==> src/rtl/seq_signed_divider.sv <==
// Sequential signed restoring divider: one quotient bit per clock on
// magnitudes, then sign fix-up, with a start/busy/done handshake.
//
// Ports:
//   clk, rst     : clock, synchronous active-high reset
//   start        : request, honoured only in IDLE or DONE
//   dividend     : DIVIDEND_W-bit signed dividend
//   divisor      : DIVISOR_W-bit signed divisor
//   quotient     : signed quotient, truncated toward zero
//   remainder    : signed remainder, sign follows the dividend
//   busy         : operation in progress
//   done         : result valid, held until next accepted start
//   div_zero     : divisor was zero (qualified by done)
//   overflow     : quotient saturated (qualified by done)
//
// Optional feature macro: DIV_SHORTCUT_EN
//   When defined, |dividend| < |divisor| skips the DIVIDE phase.

module seq_signed_divider #(
    parameter int DIVIDEND_W = 16,
    parameter int DIVISOR_W  = 8
) (
    input  logic                  clk,
    input  logic                  rst,
    input  logic                  start,
    input  logic [DIVIDEND_W-1:0] dividend,
    input  logic [DIVISOR_W-1:0]  divisor,
    output logic [DIVIDEND_W-1:0] quotient,
    output logic [DIVISOR_W-1:0]  remainder,
    output logic                  busy,
    output logic                  done,
    output logic                  div_zero,
    output logic                  overflow
);

    localparam int CNT_W = (DIVIDEND_W > 1) ? $clog2(DIVIDEND_W) : 1;
    localparam logic [CNT_W-1:0] CNT_LAST = CNT_W'(DIVIDEND_W - 1);
    localparam logic [DIVIDEND_W-1:0] Q_MAX =
        {1'b0, {(DIVIDEND_W-1){1'b1}}};
    localparam logic [DIVIDEND_W-1:0] Q_MIN =
        {1'b1, {(DIVIDEND_W-1){1'b0}}};

    typedef enum logic [2:0] {
        S_IDLE,
        S_LOAD,
        S_DIVIDE,
        S_FIX,
        S_DONE
    } state_t;

    state_t state;
    state_t state_next;

    logic [DIVIDEND_W-1:0] dvd_lat;
    logic [DIVIDEND_W-1:0] dvd_mag;
    logic [DIVIDEND_W-1:0] work;
    logic [DIVISOR_W-1:0]  dvs_lat;
    logic [DIVISOR_W-1:0]  dvs_mag_c;
    logic [DIVISOR_W-1:0]  dvs_mag;
    logic [DIVISOR_W:0]    rem_mag;
    logic [DIVISOR_W:0]    trial;
    logic [DIVISOR_W+1:0]  shifted;
    logic [CNT_W-1:0]      cnt;
    logic                  sign_q;
    logic                  sign_r;
    logic                  fits;
    logic                  short_hit;
    logic                  dvs_zero;
    logic                  accept;

    // Magnitudes are unsigned, so the most negative value maps to
    // 2^(W-1) without loss.
    always_comb begin
        dvd_mag = dvd_lat;
        if (dvd_lat[DIVIDEND_W-1])
            dvd_mag = ~dvd_lat + DIVIDEND_W'(1);
        dvs_mag_c = dvs_lat;
        if (dvs_lat[DIVISOR_W-1])
            dvs_mag_c = ~dvs_lat + DIVISOR_W'(1);
        dvs_zero = (dvs_lat == '0);
        // work holds the remaining dividend bits (MSB first) and
        // collects quotient bits at the LSB end.
        shifted = {rem_mag, work[DIVIDEND_W-1]};
        fits = (shifted >= (DIVISOR_W+2)'(dvs_mag));
        trial = shifted[DIVISOR_W:0] - (DIVISOR_W+1)'(dvs_mag);
`ifdef DIV_SHORTCUT_EN
        short_hit = (dvd_mag < DIVIDEND_W'(dvs_mag_c));
`else
        short_hit = 1'b0;
`endif
        accept = start &&
                 ((state == S_IDLE) || (state == S_DONE));
    end

    always_ff @(posedge clk) begin
        if (rst)
            state <= S_IDLE;
        else
            state <= state_next;
    end

    always_comb begin
        state_next = state;
        busy = 1'b0;
        done = 1'b0;
        unique case (state)
            S_IDLE: begin
                if (start)
                    state_next = S_LOAD;
            end
            S_LOAD: begin
                busy = 1'b1;
                if (dvs_zero)
                    state_next = S_DONE;
                else if (short_hit)
                    state_next = S_FIX;
                else
                    state_next = S_DIVIDE;
            end
            S_DIVIDE: begin
                busy = 1'b1;
                if (cnt == CNT_LAST)
                    state_next = S_FIX;
            end
            S_FIX: begin
                busy = 1'b1;
                state_next = S_DONE;
            end
            S_DONE: begin
                done = 1'b1;
                if (start)
                    state_next = S_LOAD;
            end
            default: state_next = S_IDLE;
        endcase
    end

    always_ff @(posedge clk) begin
        if (rst) begin
            dvd_lat   <= '0;
            dvs_lat   <= '0;
            dvs_mag   <= '0;
            work      <= '0;
            rem_mag   <= '0;
            cnt       <= '0;
            sign_q    <= 1'b0;
            sign_r    <= 1'b0;
            quotient  <= '0;
            remainder <= '0;
            div_zero  <= 1'b0;
            overflow  <= 1'b0;
        end else begin
            if (accept) begin
                dvd_lat  <= dividend;
                dvs_lat  <= divisor;
                div_zero <= 1'b0;
                overflow <= 1'b0;
            end
            unique case (state)
                S_LOAD: begin
                    dvs_mag <= dvs_mag_c;
                    sign_q  <= dvd_lat[DIVIDEND_W-1] ^
                               dvs_lat[DIVISOR_W-1];
                    sign_r  <= dvd_lat[DIVIDEND_W-1];
                    cnt     <= '0;
                    rem_mag <= '0;
                    work    <= dvd_mag;
                    if (dvs_zero) begin
                        quotient  <= dvd_lat[DIVIDEND_W-1] ?
                                     Q_MIN : Q_MAX;
                        remainder <= '0;
                        div_zero  <= 1'b1;
                    end else if (short_hit) begin
                        // Magnitude is below |divisor|, so it fits.
                        work    <= '0;
                        rem_mag <= (DIVISOR_W+1)'(dvd_mag);
                    end
                end
                S_DIVIDE: begin
                    rem_mag <= fits ? trial : shifted[DIVISOR_W:0];
                    work    <= {work[DIVIDEND_W-2:0], fits};
                    cnt     <= (cnt == CNT_LAST) ?
                               '0 : cnt + CNT_W'(1);
                end
                S_FIX: begin
                    if (!sign_q && (work == Q_MIN)) begin
                        quotient  <= Q_MAX;
                        remainder <= '0;
                        overflow  <= 1'b1;
                    end else begin
                        quotient  <= sign_q ? -work : work;
                        remainder <= (sign_r && (rem_mag != '0)) ?
                                     -rem_mag[DIVISOR_W-1:0] :
                                     rem_mag[DIVISOR_W-1:0];
                    end
                end
                default: ;
            endcase
        end
    end

endmodule

==> config.mk <==
export PLATFORM = sky130hd
export DESIGN_NAME = seq_signed_divider
export DESIGN_NICKNAME = d
export VERILOG_FILES = /design/src/rtl/seq_signed_divider.sv
export SDC_FILE = /design/constraint.sdc
export NUM_CORES = 1
export LEC_CHECK = 0
export CAP_MARGIN = 20
export CORE_UTILIZATION = 31
export DETAILED_ROUTE_END_ITERATION = 6
export GPL_ROUTABILITY_DRIVEN = 0
export SYNTH_ARGS = -nofsm -noshare
export SYNTH_HDL_FRONTEND = slang
export SYNTH_SLANG_ARGS = --single-unit
==> constraint.sdc <==
create_clock -name clk -period 3.3 [get_ports clk]
set_clock_uncertainty 0.2 [all_clocks]
set_input_delay 0.495 -clock clk [delete_from_list [all_inputs] [get_ports clk]]
set_output_delay 0.495 -clock clk [all_outputs]
set_load 0.01 [all_outputs]
==> results of run 1 <==
==> worst max-delay path by stage <==
stage | start | endpoint
2_1_floorplan | work[15] | rem_mag[1]
3_3_place_gp | work[15] | rem_mag[0]
3_5_place_dp | work[15] | rem_mag[0]
4_1_cts | work[15] | rem_mag[0]
5_1_grt | work[15] | rem_mag[0]
6_report | work[15] | rem_mag[0]
==> per-layer routing <==
layer  vias to the layer above  GRT usage, %  part of all wire [%]  routed length [um]
met5                         -             0                     0                   0
met4                         0         6.908                   2.0                 243
met3                        14         2.747                   4.7                 584
met2                        94         20.90                    38                4714
met1                      2002         23.99                    55                6774
li1                       2342             -                     -                   -
==> synth_stat cells (3+ instances only) <==
| library cell | n |
|---|---|
| xnor2_1 | 18 |
| nand2b_1 | 9 |
| a21oi_1 | 67 |
| nand2_1 | 84 |
| or4_1 | 5 |
| a221oi_1 | 4 |
| a31oi_1 | 4 |
| o21ai_0 | 41 |
| or3_1 | 8 |
| nor2b_1 | 8 |
| nor3_1 | 7 |
| or3b_2 | 4 |
| xor2_1 | 23 |
| mux2i_1 | 10 |
| nand3_1 | 9 |
| ha_1 | 13 |
| buf_6 | 3 |
| nor2_1 | 58 |
| a211o_1 | 6 |
| nor4_1 | 5 |
| o41ai_1 | 4 |
| nor3b_1 | 3 |
| buf_2 | 4 |
| dfxtp_1 | 92 |
| a22oi_1 | 13 |
| o31ai_1 | 15 |
| a21boi_0 | 3 |
| clkbuf_1 | 31 |
| a211oi_1 | 13 |
| o22ai_1 | 7 |
| nand4_1 | 5 |
| inv_1 | 23 |
==> registers in the layout, indices dropped and copies added (netlist names) <==
register   count
work          16
rem_mag        9
dvs_mag        8
sign_q         1
dvs_lat        8
overflow       1
state          3
sign_r         1
quotient      16
remainder      8
div_zero       1
dvd_lat       16
cnt            4
==> power breakdown <==
| group | internal, W | switching, W | total [W] |
|---|---|---|---|
| Sequential | 0.00121 | 0.000131 | 0.00134 |
| Combinational | 0.000481 | 0.000586 | 0.00107 |
| Clock | 0.000588 | 0.000456 | 0.00104 |
==> layout by cell type (no fill, tap or decap), types with 15 or more instances in the layout <==
cell type and count:
a21oi_1 67, clkdlybuf4s50_1 53, dfxtp_1 92, inv_1 23, nand2_1 84, nor2_1 58
o21ai_0 41, o31ai_1 15, xnor2_1 18, xor2_1 23
==> kinds of logic (layout without fill, tap and decap cells) <==
group,count (synthesis),in the layout,share of synthesized area (%)
adder cells (fa/ha/maj),14,14,3.590
buffers and inverters,66,104,5.557
multiplexers,12,12,2.410
flip-flops,92,92,36.19
AND/OR/NAND/NOR,223,223,21.32
XOR/XNOR,41,41,7.057
AO/OA/AOI/OAI,192,192,23.87
==> area by class of cell <==
cell class,count,area share [%]
inverters,24,1.483
multi-input cells,482,48.88
clock buffers,10,3.769
well taps,216,4.449
flip-flops and latches,92,30.32
repair buffers,64,10.05
clock inverters,6,1.050
==> metrics by stage <==
stage                     utilization (%)  worst slack [ns]  total power, W  std cells
after floorplan                         -            0.9387        0.002133        640
after global placement              36.27            0.8098        0.002421        878
after detailed placement            36.27            0.7651        0.002427        878
after CTS                           38.10            0.7494        0.003473        894
after global routing                38.10            0.5675        0.003682        894
final                               38.10            0.7495        0.003452        894
==> metrics.md, run 1 <==
| Metric | Value |
|---|---|
| Buf+Inv Stages, Crit Path | `3` |
| GRT Util Overall | `between 10% and 20%` |
| Port bufs | `54` |
| Antenna cells | `0` |
| R2R setup slack | `around 0.75 ns` |
| Critical R2R Capture | `rem_mag[0]` |
| Max stage delay on crit path | `between 0.3 and 0.4 ns` |
| Initial antenna violation count | `0` |
| Root buffer cell | `clkbuf_16` |
| Hold bufs inserted after CTS | `0` |
| Synth cell types | `just over 60` |
| Layout fillers | `between 1500 and 2000` |
| Max FO, Critical Path | `7` |
| Clk Latency, worst-skew pair | `0.36 ns` |
| Resized cells post-CTS | `0` |
| Area post-placement | `0.005782 mm2` |
| Mean Syn Cell Area | `slightly below 8 um2` |
| # IOs | `55` |
| Total gr overflow | `0` |
| Worst r2r path cells | `10` |
| Die X | `roughly 130 um` |
| Status | `finished clean` |
| Via density | `4.980` |
| Reg2reg start | `work[15]` |
| HP Start | `rst` |
| Hold WS | `around 0.24 ns` |
| YS warnings | `0` |
| Initial Util | `31.92%` |
| Area leader, netlist | `dfxtp_1` |
| Kind of critical path | `flop to flop` |
| Setup TNS | `0 ns` |
| Fraction of the yosys area taken by sequential cells | `between 30% and 40%` |
| Worst path required time | `approximately 3.4 ns` |
| Slowest cell on crit path | `fa_1` |
| CTS tree | `built` |
| Clk buf depth | `2` |
| Max-slew violation count | `0` |
| FMAX | `392.1 MHz` |
| Syn Inst Count | `between 600 and 700` |
| Detail Route Antenna Nets | `0` |
| EDFF count, synth | `0` |
| Area Growth Syn to Fin | `19.38%` |
| DR iter-0 viols | `between 200 and 300` |
| First-pass iteration count of the detailed router | `5` |
| # DRC | `0` |
| DIE HEIGHT | `130.1 um` |
| Net Count, Synth | `approximately 700` |
| Cell Area, Synth | `just over 0.005 mm2` |
| Area share of the largest cell type after synthesis | `between 30% and 40%` |
| Mean routed wirelength per cell | `13.78 um` |
| Worst vdd ir | `approximately 0.26 mV` |
| Core Region | `0.01594 mm2` |
| Area of the multi-input gates | `approximately 0.0030 mm2` |
| Leakage power | `2.251 nW` |
| Area contributors post-synth | `dfxtp_1 36%, a21oi_1 6.6%, nand2_1 6.2%` |
| Hold WC Path Type | `primary input to flop` |
| Part of the cycle the worst path needs | `a little under 80%` |
| H-tree Lvls | `3` |
| Vias | `between 4000 and 5000` |
| Share of async-settable or async-resettable flops after synthesis | `0%` |
| Yosys reg bits | `~90` |
| Slew @ Worst Pin | `~0.83 ns` |
| Number of max-cap violations | `0` |
| Final Net Count | `around 700` |
| FP Rows | `between 40 and 50` |
| Delay-heaviest family, CP | `adder cells` |
| Worst Hold Depth | `2` |
| Die Area | `0.01693 mm2` |
| First-pass GRT wire length | `20760 um` |
| Crit-path cells | `clkinv_1 -> ha_1 -> inv_1 -> fa_1 -> nand3_1 -> a31oi_1 -> nor4_2 -> buf_4 -> mux2_2 -> o21ai_0` |
| DPL Wire Length | `8911 um` |
| Worst-path clk slew | `about 0.07 ns` |
| CP Depth | `10` |
| Setup Buffers After CTS | `0` |
| Setup violators final | `0` |
| Max-slew headroom | `44.52%` |
| PD cells | `around 570 mW/mm2` |
| Hold path endpoint | `remainder[4]` |
| Number of global-route vias before repair | `~4100` |
| CP Launch Type | `flop` |
| Critical Path AT | `about 2.6 ns` |
| Largest net degree at the start of global routing | `42` |
| Clock sink total | `92` |
| CP Capture Type | `flop` |
| Main synth FF type | `dfxtp_1` |
| Clock buffer count from CTS | `9` |
| Final hold viol count | `0` |
| Register area | `roughly 0.0018 mm2` |
| Final WL | `12320 um` |
| Share of layout cells above drive strength 1 | `6.490%` |
| Min Tclk post-route | `about 2.6 ns` |
| RSZ-0062 raised after global routing | `false` |
| Fin area | `around 0.0061 mm2` |
Note: power is estimated with default switching activity, not from simulation.
==> run 2, diff against run 1 <==
==> constraint.sdc (replaced) <==
create_clock -name clk -period 2.4 [get_ports clk]
set_clock_uncertainty 0.2 [all_clocks]
set_input_delay 0.36 -clock clk [delete_from_list [all_inputs] [get_ports clk]]
set_output_delay 0.36 -clock clk [all_outputs]
set_load 0.01 [all_outputs]
==> run 2 against run 1 <==
Worst hold slack lost 0.048 ns. Power grew 43%. Core utilization is 2.0 points higher. Routed wire length grew 4.4%. Critical path depth is 7 lower. Critical endpoint is now done. Highest routed layer unchanged.
==> metrics.md, run 2 (synthesis results as in run 1) <==
| Metric | Value |
|---|---|
| # IOs | `55 (unchanged)` |
| Max-slew violation count | `0 (unchanged)` |
| Min Tclk post-route | `roughly 2.3 ns` |
| Port bufs | `54 (unchanged)` |
| Worst path required time | `1.84 ns (-1.54 ns)` |
| Net Sw Frac | `34.05% (+0.083 points)` |
| Mean routed wirelength per cell | `13.92 um (+1.0%)` |
| DPL Wire Length | `9484 um (+6.4%)` |
| Kind of critical path | `flop to output port` |
| Reg power frac | `36.8% (-2.1 points)` |
| FMAX | `434.8 MHz` |
| Number of max-cap violations | `0 (unchanged)` |
| Pre-CTS setup slack | `0.05019 ns (-0.7149 ns)` |
| Pint | `0.003260 W (+43%)` |
| Largest net degree at the start of global routing | `31 (-26%)` |
| Most frequent cells in the layout | `92 x dfxtp_1, 84 x nand2_1, 65 x a21oi_1` |
| Tot Pwr | `0.004943 W (+43%)` |
| # DRC | `0 (unchanged)` |
| CP Launch Type | `flop` |
| Final Net Count | `744 (+4.2%)` |
| Clock sink total | `92 (unchanged)` |
| Slew @ Worst Pin | `0.5953 ns (-0.2349 ns)` |
| Clock buffer count from CTS | `9 (unchanged)` |
| PD cells | `773.8 mW/mm2 (+36%)` |
| Final hold viol count | `0 (unchanged)` |
| Final WL | `12860 um (+4.4%)` |
| Clk Latency, worst-skew pair | `0.36 ns (about the same)` |
| Die Area | `0.01693 mm2 (unchanged)` |
| DIE HEIGHT | `130.1 um (unchanged)` |
| Core Region | `0.01594 mm2 (unchanged)` |
| Number of global-route vias before repair | `4281 (+5.1%)` |
| H-tree Lvls | `3 (unchanged)` |
| Setup violators final | `0 (unchanged)` |
| Initial Util | `31.92% (unchanged)` |
| Part of the cycle the worst path needs | `95.83%` |
| Worst-path clk slew | `0.07 ns (about the same)` |
| Share of layout cells above drive strength 1 | `11.72% (+5.2 points)` |
| Critical Path AT | `1.74 ns (-0.89 ns)` |
| CTS tree | `built` |
| GRT Util Overall | `16.10% (+0.41 points)` |
| Total gr overflow | `0 (unchanged)` |
| Status | `finished clean` |
| First-pass GRT wire length | `21330 um (+2.8%)` |
| Layout fillers | `1641 (-2.6%)` |
| Clk buf depth | `2 (unchanged)` |
| NetSw | `0.001683 W (+44%)` |
| Final worst slack | `0.1001 ns (-0.6495 ns)` |
| CP Capture Type | `output port` |
| Max FO, Critical Path | `14 (+7)` |
| Worst vdd ir | `0.4211 mV (+60%)` |
| Hold WC Path Type | `primary input to flop` |
| Slowest cell on crit path | `dfxtp_1` |
| Max-slew headroom | `60.31% (+16 points)` |
| Max stage delay on crit path | `0.62 ns (+0.23 ns)` |
| DR iter-0 viols | `273 (+3.8%)` |
| Logic pwr share | `34.2% (+3.3 points)` |
| Commonest non-fill, non-tap cell in the layout | `dfxtp_1` |
| Die X | `130.1 um (unchanged)` |
| Leakage power | `2.416 nW (+7.3%)` |
| FP Rows | `46 (unchanged)` |
| Root buffer cell | `clkbuf_16` |
| Largest registers | `dvd_lat (16), quotient (16), work (16)` |
| Clk pwr share | `29.1% (-1.1 points)` |
| Initial antenna violation count | `0 (unchanged)` |
| Antenna cells | `0 (unchanged)` |
| Detail Route Antenna Nets | `0 (unchanged)` |
| Via density | `5.005 (+0.51%)` |
| Hold bufs inserted after CTS | `0 (unchanged)` |
| Area Growth Syn to Fin | `25.55%` |
| Crit-path cells | `nor2_4 -> and2_1 -> clkdlybuf4s50_1` |
| Vias | `4625 (+3.9%)` |
| First-pass iteration count of the detailed router | `4 (-1)` |
==> run 2: cell types whose count changed in the layout (fill, tap and decap cells not counted), sizes merged <==
| cell | change |
|---|---|
| buf | +30 |
| clkinv | -1 |
| clkinvlp | +2 |
| inv | -1 |
==> run 2: routing by layer <==
layer,part of all wire [%],GRT usage [%],routed length [um]
met5,0,0,0
met4,1.5,6.224,197
met3,5.6,3.567,720
met2,40,23.12,5167
met1,53,23.12,6776
==> run 2: power groups by stage <==
stage	sequential, W	combinational, W	clock [W]
after floorplan	0.00182	0.00112	0
after global placement	0.00184	0.00160	0
after detailed placement	0.00185	0.00161	0
after CTS	0.00181	0.00162	0.00146
after global routing	0.00184	0.00187	0.00153
final	0.00182	0.00169	0.00144
==> run 2: worst max-delay path, delay by kind of cell, from the launching register on <==
| kind | cells | cell delay (ns) |
|---|---|---|
| buffers and inverters | 1 | 0.49 |
| DFF | 1 | 0.62 |
| and+or+nand+nor | 2 | 0.27 |
==> run 2: stage by stage <==
step	std cells	cell area, um2	hold WS [ns]	TNS (ns)	util [%]
floorplan	640	5089	0.2319	0	-
global placement	907	6012	0.2476	0	37.71
detailed placement	907	6012	0.2536	0	37.71
CTS	923	6309	0.1987	0	39.57
global route	924	6389	0.2199	-0.03271	40.07
finish	924	6389	0.1963	0	40.07
==> run 2: final timing paths <==
kind | endpoint | cells past startpoint | slack (ns) | startpoint
max | done | 3 | 0.10 | state[1]
min | remainder[6] | 2 | 0.20 | rst
max reg2reg | work[0] | 11 | 0.11 | work[15]
min reg2reg | div_zero | 2 | 0.27 | div_zero
==> run 2: repair_timing <==
item,CTS,global route
setup endpoints to repair,1,18
resized for setup,1,14
pin swaps,0,2
endpoints found under the hold margin,0,0
setup buffers,0,1
==> run 2: final cells by class <==
cell class	count	area, um2	share of cell area (%)
multi-input combinational	482	3044	47.65
sequential	92	1842	28.83
timing repair buffer	94	848.3	13.28
tap	216	270.3	4.230
clock buffer	10	229.0	3.584
inverter	24	90.09	1.410
clock inverter	6	65.06	1.018
==> run 3, diff against run 2 <==
--- a/config.mk
+++ b/config.mk
@@ -7,6 +7,7 @@
 export LEC_CHECK = 0
 export CAP_MARGIN = 20
 export CORE_UTILIZATION = 31
+export CTS_CLUSTER_SIZE = 30
 export DETAILED_ROUTE_END_ITERATION = 6
 export GPL_ROUTABILITY_DRIVEN = 0
 export SYNTH_ARGS = -nofsm -noshare
==> results of run 3 <==
Final layout, timing and power as in run 2 (identical DEF).
